--- config.mk ---
export PLATFORM = sky130hd
export DESIGN_NAME = tap_controller
export DESIGN_NICKNAME = d
export VERILOG_FILES = /design/src/rtl/tap_controller_pkg.sv /design/src/rtl/tap_controller.sv
export SDC_FILE = /design/constraint.sdc
export NUM_CORES = 1
export LEC_CHECK = 0
export CORE_ASPECT_RATIO = 1.5
export CORE_MARGIN = 5
export CORE_UTILIZATION = 25
export DETAILED_ROUTE_END_ITERATION = 8
export DONT_BUFFER_PORTS = 1
export PLACE_DENSITY_LB_ADDON = 0.08
export SLEW_MARGIN = 0
export SYNTH_ARGS = -nofsm -noshare
export SYNTH_HDL_FRONTEND = slang
export SYNTH_SLANG_ARGS = --single-unit
--- constraint.sdc ---
create_clock -name tck -period 3.1 [get_ports tck]
set_input_delay 0.31 -clock tck [delete_from_list [all_inputs] [get_ports tck]]
set_output_delay 0.31 -clock tck [all_outputs]
set_load 0.02 [all_outputs]
--- src/rtl/tap_controller_pkg.sv ---
// Shared types and helpers for the IEEE 1149.1 TAP controller.
// Holds the 16-state encoding and the decode from state to the registered controls.
package tap_controller_pkg;

  // The code values are the standard 1149.1 encoding, which the rest of the JTAG block relies on.
  typedef enum logic [3:0] {
    EX2DR_C = 4'h0,
    EX1DR_C = 4'h1,
    SHDR_C  = 4'h2,
    PADR_C  = 4'h3,
    SELIR_C = 4'h4,
    UPDR_C  = 4'h5,
    CAPDR_C = 4'h6,
    SELDR_C = 4'h7,
    EX2IR_C = 4'h8,
    EX1IR_C = 4'h9,
    SHIR_C  = 4'hA,
    PAIR_C  = 4'hB,
    RTI_C   = 4'hC,
    UPIR_C  = 4'hD,
    CAPIR_C = 4'hE,
    TLR_C   = 4'hF
  } tap_state_e;

  // All the controls that are registered on falling tck, including the two clock-gate enables.
  typedef struct packed {
    logic en_ir;   // gate enable for clkIR
    logic en_dr;   // gate enable for clkDR
    logic sh_ir;
    logic up_ir;
    logic sh_dr;
    logic up_dr;
    logic sel;     // IR column, steers the TDO mux
    logic tdo_en;
    logic tlr;
  } tap_ctrl_t;

  // Value held while reset is asserted: everything low except the test-logic-reset flag.
  localparam tap_ctrl_t CTRL_RESET = '{
    en_ir:  1'b0,
    en_dr:  1'b0,
    sh_ir:  1'b0,
    up_ir:  1'b0,
    sh_dr:  1'b0,
    up_dr:  1'b0,
    sel:    1'b0,
    tdo_en: 1'b0,
    tlr:    1'b1
  };

  // True for every state from SELECT_IR down to UPDATE_IR.
  function automatic logic in_ir_column(input tap_state_e s);
    return s inside {SELIR_C, CAPIR_C, SHIR_C, EX1IR_C, PAIR_C, EX2IR_C, UPIR_C};
  endfunction

  // Pure decode of the current state into the control word.
  function automatic tap_ctrl_t decode_ctrl(input tap_state_e s);
    tap_ctrl_t c;
    c        = '0;
    c.en_ir  = (s == CAPIR_C) || (s == SHIR_C);
    c.en_dr  = (s == CAPDR_C) || (s == SHDR_C);
    c.sh_ir  = (s == SHIR_C);
    c.up_ir  = (s == UPIR_C);
    c.sh_dr  = (s == SHDR_C);
    c.up_dr  = (s == UPDR_C);
    c.sel    = in_ir_column(s);
    c.tdo_en = (s == SHIR_C) || (s == SHDR_C);
    c.tlr    = (s == TLR_C);
    return c;
  endfunction

endpackage

--- src/rtl/tap_controller.sv ---
// IEEE 1149.1 TAP state machine.
// The state advances on rising tck from tms; the decoded controls and clock-gate
// enables are re-registered on falling tck so they lag the state by half a cycle
// and the gated clocks clkIR/clkDR cannot glitch.
module tap_controller
  import tap_controller_pkg::*;
(
  input  logic       tck,
  input  logic       reset,
  input  logic       tms,
  output logic [3:0] state,
  output logic       clkIR,
  output logic       shIR,
  output logic       upIR,
  output logic       clkDR,
  output logic       shDR,
  output logic       upDR,
  output logic       select,
  output logic       tdo_en,
  output logic       tlr
);

  tap_state_e state_q, state_d;
  tap_ctrl_t  ctrl_q, ctrl_d;

  // State register: rising tck, reset forces TEST_LOGIC_RESET at once.
  // NOTE: sequential state uses non-blocking (<=) so every flop samples pre-edge values.
  always_ff @(posedge tck or posedge reset) begin
    if (reset) begin
      state_q <= TLR_C;
    end else begin
      state_q <= state_d;
    end
  end

  // Next-state logic: the 1149.1 transition table, tms=0 / tms=1 per state.
  // NOTE: state_d gets a default before the case so no path leaves it unassigned (no latch).
  always_comb begin
    state_d = TLR_C;
    case (state_q)
      TLR_C:   state_d = tms ? TLR_C   : RTI_C;
      RTI_C:   state_d = tms ? SELDR_C : RTI_C;
      SELDR_C: state_d = tms ? SELIR_C : CAPDR_C;
      SELIR_C: state_d = tms ? TLR_C   : CAPIR_C;
      // Data-register column
      CAPDR_C: state_d = tms ? EX1DR_C : SHDR_C;
      SHDR_C:  state_d = tms ? EX1DR_C : SHDR_C;
      EX1DR_C: state_d = tms ? UPDR_C  : PADR_C;
      PADR_C:  state_d = tms ? EX2DR_C : PADR_C;
      EX2DR_C: state_d = tms ? UPDR_C  : SHDR_C;
      UPDR_C:  state_d = tms ? SELDR_C : RTI_C;
      // Instruction-register column
      CAPIR_C: state_d = tms ? EX1IR_C : SHIR_C;
      SHIR_C:  state_d = tms ? EX1IR_C : SHIR_C;
      EX1IR_C: state_d = tms ? UPIR_C  : PAIR_C;
      PAIR_C:  state_d = tms ? EX2IR_C : PAIR_C;
      EX2IR_C: state_d = tms ? UPIR_C  : SHIR_C;
      UPIR_C:  state_d = tms ? SELDR_C : RTI_C;
      // Any code outside the table recovers through TEST_LOGIC_RESET.
      default: state_d = TLR_C;
    endcase
  end

  // Control decode from the current state.
  always_comb begin
    ctrl_d = decode_ctrl(state_q);
  end

  // Control/enable register on falling tck: half-cycle lag behind the state,
  // and the gate enables only change while tck is low.
  always_ff @(negedge tck or posedge reset) begin
    if (reset) begin
      ctrl_q <= CTRL_RESET;
    end else begin
      ctrl_q <= ctrl_d;
    end
  end

  // Gated clocks: enables are stable whenever tck is high, so these are glitch-free.
  assign clkIR  = tck & ctrl_q.en_ir;
  assign clkDR  = tck & ctrl_q.en_dr;

  assign state  = state_q;
  assign shIR   = ctrl_q.sh_ir;
  assign upIR   = ctrl_q.up_ir;
  assign shDR   = ctrl_q.sh_dr;
  assign upDR   = ctrl_q.up_dr;
  assign select = ctrl_q.sel;
  assign tdo_en = ctrl_q.tdo_en;
  assign tlr    = ctrl_q.tlr;

endmodule

# After elaboration in Yosys (flattened, before gate mapping)
# Index checks and enable logic that the tools add are counted.
[word_totals]
register_bits = 13
latchBits = 0
ram_bits = 0
romBits = 0
in_bits = 3
out_inout_bits = 13
wordCells = 48
memories = 0
[op_classes]
n_addsub = 0
multipliers = 0
div_mod_pow = 0
magnitude_cmp = 0
n_eq_ne = 15
shifts = 0
muxes = 13
bitwise_logic = 2
n_reduce_logical = 8
[op_table]
columns = ["operator", "count"]
rows = [
  ["4-bit case mux with 12 select lines", 1],
  ["4-bit == test, second input constant", 8],
  ["4-bit by 3-bit == test with 1-bit output, second input constant", 4],
  ["2-bit two-way mux", 6],
  ["3-bit two-way mux", 4],
  ["4-bit by 2-bit == test with 1-bit output, second input constant", 2],
  ["7-bit nonzero test", 1],
  ["4-bit by 1-bit == test with 1-bit output, second input constant", 1],
  ["4-bit zero test", 1],
  ["4-bit two-way mux", 1],
  ["2-bit OR reduction", 2],
  ["1-bit logical OR", 3],
  ["3-bit OR reduction", 1],
  ["1-bit bitwise AND", 2],
  ["1-bit two-way mux", 1],
]

# Longest topological paths before layout
# Gate-level depths: netlist (run 1).
[logic_depth]
word_depth = 3
ltp_mapped = 4
mapped_depth_nobuf = 3

==> flow_metrics.tcl, run 1 <==
set metrics [dict create \
    status "completed" \
    grt_antenna_before_repair 0 \
    drt-initial-drc-count 15 \
    port_buffers 0 \
    yosysWarnings 0 \
    ys_seq_elements 13 \
    use_met1 0.0810 \
    grt_pass1_wl_um 1670 \
    post-cts-setup-buffer-count 0 \
    diodes 0 \
    cts_tree "built" \
    synth.distinct_cells 21 \
    cts.hold.buffers_added 0 \
    power.switching_fraction 0.408 \
    yosysSeqAreaShare 0.618 \
    hold_class "in -> reg" \
    grt_overflow 0 \
    yosys-top-cells-count "dfrtn_1 (8), nand2_1 (6), nor2_1 (6), dfstp_2 (5)" \
    die_h_um 66.8 \
    num-fill-cells 215 \
    synth.avg_cell_area_um2 10.3 \
    cts.repair.resized 0 \
    p_per_area_nw_per_um2 1210 \
    grt_usage 0.0822 \
    finalHoldViolCount 0 \
    endpoint_kind "primary output" \
    synth_most_common_cell "dfrtn_1" \
    grt_start_max_net_pins 14 \
    grt_setup_unrepaired "false" \
    syn_nets 55 \
    avgViaCountPerCell 4.68 \
    place_hpwl_um 780 \
    drt_first_pass_iters 4 \
    critPathLaunchType "flip-flop" \
    p_leak_nw 0.298 \
    fp-row-count 20 \
    detail_route.wl_per_cell_um 13.3 \
    io-pin-count 16 \
    cp.arrival_ns 2.56 \
    routed_wl_um 1090 \
    synthDominantCellAreaShare 0.373 \
    drc 0 \
    grt_use_met2 0.118 \
    first_global_vias 370 \
    slew_viol_final 0 \
    ys_async_sr_fraction 1.00 \
    synthesis.area_um2 537 \
    drive_gt1_frac 0.250 \
    met3_usage 0.0162 \
    synth_top_area_cell "dfrtn_1" \
    clk_pin_slew_ns 0.07 \
    nets 63 \
    start_util 0.262 \
    place_congestion 0.729 \
    synthCells 52 \
    p_sw_uw 310 \
    setup_violations 0 \
    power_uw 760 \
    maxCapViolCount 0 \
    core_um2 2050 \
    area_growth_pct 16.8 \
    pwr-share-comb 0.264 \
    drtAntennaViolNets 0 \
    maxSlewHeadroom 0.683 \
    cp_max_fo 1 \
    irDropWorstVdd_v 0.000389 \
    synth-edff-count 0 \
    grt_most_used_layer "met2" \
    p_clk_frac 0.262 \
    synthTopCellsByArea "dfrtn_1 (37%), dfstp_2 (24%), nand2_1 (4.2%), nor2_1 (4.2%), buf_2 (3.7%)" \
    seqPwrFrac 0.475 \
    tightest_slew_ns 0.475 \
    p_int_uw 449 \
    die_area_um2 3190 \
    synth_ff_type "dfrtn_1" \
    clk_latency_ns 0.44 \
    critical_path_required_ns 2.79 \
    tns_ns 0 \
    skew_ns 0.0690 \
    critical_path_class "reg -> out" \
    die_w_um 47.8 \
    dr_total_vias 384 \
]
-- cell usage in the layout (no fill, tap or decap) --
master / count
nand4_1: 1
a21oi_1: 1
and2_1: 2
o211ai_1: 1
clkbuf_1: 1
nand2_1: 6
o21ai_0: 4
nor2_1: 6
nor2b_1: 1
a21boi_0: 1
inv_1: 4
a22o_1: 1
dfrtn_1: 8
nor3_1: 2
clkbuf_4: 7
nor3b_1: 1
a21o_1: 1
nand2b_1: 1
nor4bb_1: 1
buf_4: 3
nand3_1: 1
or3b_1: 1
dfstp_2: 5
-- power groups by stage --
stage	combinational [mW]	clock [mW]	sequential, mW
after floorplan	0.165	0.0206	0.344
after global placement	0.204	0.0206	0.366
after detailed placement	0.203	0.0206	0.364
after CTS	0.204	0.209	0.363
after global routing	0.222	0.220	0.371
final	0.200	0.199	0.361
-- metal layers --
metal  wire (um)  part of all wire  up-vias
met4          34             0.031        0
li1            -                 -      187
met5           0                 0        -
met2         578              0.53       11
met1         434              0.40      182
met3          45             0.041        4
-- cell families after synthesis --
group / share of synthesized area
AO/OA/AOI/OAI: 0.105
AND/OR/NAND/NOR: 0.219
flip-flops: 0.618
buffers and inverters: 0.0583
-- registers in the layout (all words and copies together), names as in the netlist --
signal and cells:
shDR 1, tdo_en 1, upIR 1, ctrl_q 2, shIR 1, tlr 1
upDR 1, select 1, state 4
-- final timing paths --
kind                                           end               start  cells after the start  slack (ns)
min in group asynchronous       state[2]$_DFF_PP1_               reset                      1        0.15
worst min register to register  state[2]$_DFF_PP1_  state[2]$_DFF_PP1_                      2        0.57
worst min-delay path            state[1]$_DFF_PP1_                 tms                      1        0.02
worst max-delay path                           tlr       tlr$_DFF_NP1_                      0        0.23
max in group asynchronous            tlr$_DFF_NP1_               reset                      1        1.43
worst max register to register    select$_DFF_NP0_  state[2]$_DFF_PP1_                      3        0.34
-- cell type report --
class	count	area (um2)	area share
flip-flops and latches	13	332	0.529
multi-input cells	32	174	0.277
clock buffers	8	56.3	0.0898
well taps	22	27.5	0.0439
repair buffers	3	22.5	0.0359
clock inverters	2	7.51	0.0120
inverters	2	7.51	0.0120
-- stage by stage --
step / hold WS (ns) / area [um2] / util / std cells / worst slack [ns]
floorplan: 0.401 / 537 / - / 52 / 0.384
global placement: 0.415 / 567 / 0.276 / 73 / 0.379
detailed placement: 0.419 / 567 / 0.276 / 73 / 0.341
CTS: 0.0199 / 627 / 0.305 / 82 / 0.213
global route: 0.0199 / 627 / 0.305 / 82 / 0.193
finish: 0.0231 / 627 / 0.305 / 82 / 0.225
No activity file was read; power rests on OpenSTA's default activity.
==> run 2, diff against run 1 <==
- CORE_MARGIN: 5 -> not set
==> run 2 against run 1 <==
  * Clock skew down 0.0043 ns
  * Sequential share of layout area fell by 0.83 points
  * Power barely moved
  * Critical path depth unchanged
  * Sequential power rose by 2%
  * Highest routed layer unchanged
==> flow_metrics.tcl, run 2 (synthesis results as in run 1) <==
set metrics [dict create \
    setup_violations 0 \
    fin_area_um2 637 \
    cts.hold.buffers_added 0 \
    reg2regPathDepth 3 \
    r2r_end "select$_DFF_NP0_" \
    grt_usage 0.139 \
    power_uw 759 \
    drtAntennaViolNets 0 \
    first_global_vias 428 \
    die_h_um 58.8 \
    grt_antenna_before_repair 0 \
    drive_gt1_frac 0.246 \
    tightest_slew_ns 0.489 \
    critical_path_class "reg -> out" \
    setup_slack_ns 0.226 \
    maxSlewHeadroom 0.674 \
    cts.repair.resized 0 \
    clk_latency_ns 0.44 \
    status "completed" \
    critical_path_depth 0 \
    grt_setup_unrepaired "false" \
    grt_overflow 0 \
    die_w_um 39.8 \
    dr_total_vias 391 \
    cp_max_fo 1 \
    critical_path_required_ns 2.79 \
    layout_common_cells "dfrtn_1 (8), clkbuf_4 (7), nor2_1 (6), nand2_1 (6), dfstp_2 (5)" \
    drt-initial-drc-count 4 \
    endpoint_kind "primary output" \
    hold-worst-slack_ns 0.0688 \
    num-fill-cells 225 \
    start_util 0.265 \
    clk_pin_slew_ns 0.08 \
    grt_pass1_wl_um 1950 \
    p_per_area_nw_per_um2 1190 \
    io-pin-count 16 \
    reg2reg_from "state[0]$_DFF_PP1_" \
    die_area_um2 2340 \
    maxCapViolCount 0 \
    fp-row-count 20 \
    drc 0 \
    skew_ns 0.0647 \
    largest_reg_flops 4 \
    hold_class "in -> reg" \
    cts_tree "built" \
    mostFrequentLayoutCell "dfrtn_1" \
    avgViaCountPerCell 4.71 \
    cp.arrival_ns 2.56 \
    p_leak_nw 0.302 \
    post-cts-setup-buffer-count 0 \
    final_cells 83 \
    worstSetupEndpoint "tlr" \
    slew_viol_final 0 \
    core_um2 2030 \
    dpl_cell_area_um2 567 \
    area_growth_pct 18.6 \
    nets 64 \
    tns_ns 0 \
    port_buffers 0 \
    pre_cts_ws_ns 0.352 \
    diodes 0 \
    grt_start_max_net_pins 14 \
    place_congestion 0.701 \
    irDropWorstVdd_v 0.000312 \
    place_hpwl_um 714 \
    critPathLaunchType "flip-flop" \
    finalHoldViolCount 0 \
    critPathLaunch "tlr$_DFF_NP1_" \
    detail_route.wl_per_cell_um 12.8 \
    r2r_slack_ns 0.37 \
    routed_wl_um 1060 \
    final_util 0.314 \
    placedCellCount 73 \
    drt_first_pass_iters 5 \
]
[run 2: changes by cell type in the layout (fill, tap and decap cells not counted), sizes merged]
cell / change
dlygate4sd3: +1
[run 2: cell type report]
cell class | count | area (um2) | share of cell area
Multi-Input combinational cell | 32 | 174 | 0.273
Sequential cell | 13 | 332 | 0.521
Inverter | 2 | 7.51 | 0.0118
Clock buffer | 8 | 56.3 | 0.0884
Timing Repair Buffer | 4 | 32.5 | 0.0511
Clock inverter | 2 | 7.51 | 0.0118
Tap cell | 22 | 27.5 | 0.0432
[run 2: per-layer routing]
layer | wire [um] | vias up | track usage
li1 | - | 188 | -
met3 | 31 | 2 | 0.0491
met4 | 17 | 0 | 0.207
met2 | 628 | 10 | 0.180
met5 | 0 | - | 0
met1 | 386 | 191 | 0.132
[run 2: where the power goes]
group	leakage, nW	internal, mW	switching, mW
sequential	0.160	0.255	0.113
clock	0.0499	0.114	0.0872
combinational	0.0923	0.0809	0.109
[run 2: how the worst min path moves through the flow]
| stage | slack [ns] | start | endpoint | depth (start not counted) |
|---|---|---|---|---|
| 4_1_cts | 0.0003 | tms | state[1]$_DFF_PP1_ | 1 |
| 6_report | 0.07 | tms | state[0]$_DFF_PP1_ | 1 |
| 3_5_place_dp | 0.41 | tms | state[1]$_DFF_PP1_ | 1 |
| 2_1_floorplan | 0.40 | tms | state[1]$_DFF_PP1_ | 1 |
| 3_3_place_gp | 0.41 | tms | state[1]$_DFF_PP1_ | 1 |
| 5_1_grt | 0.04 | tms | state[0]$_DFF_PP1_ | 1 |
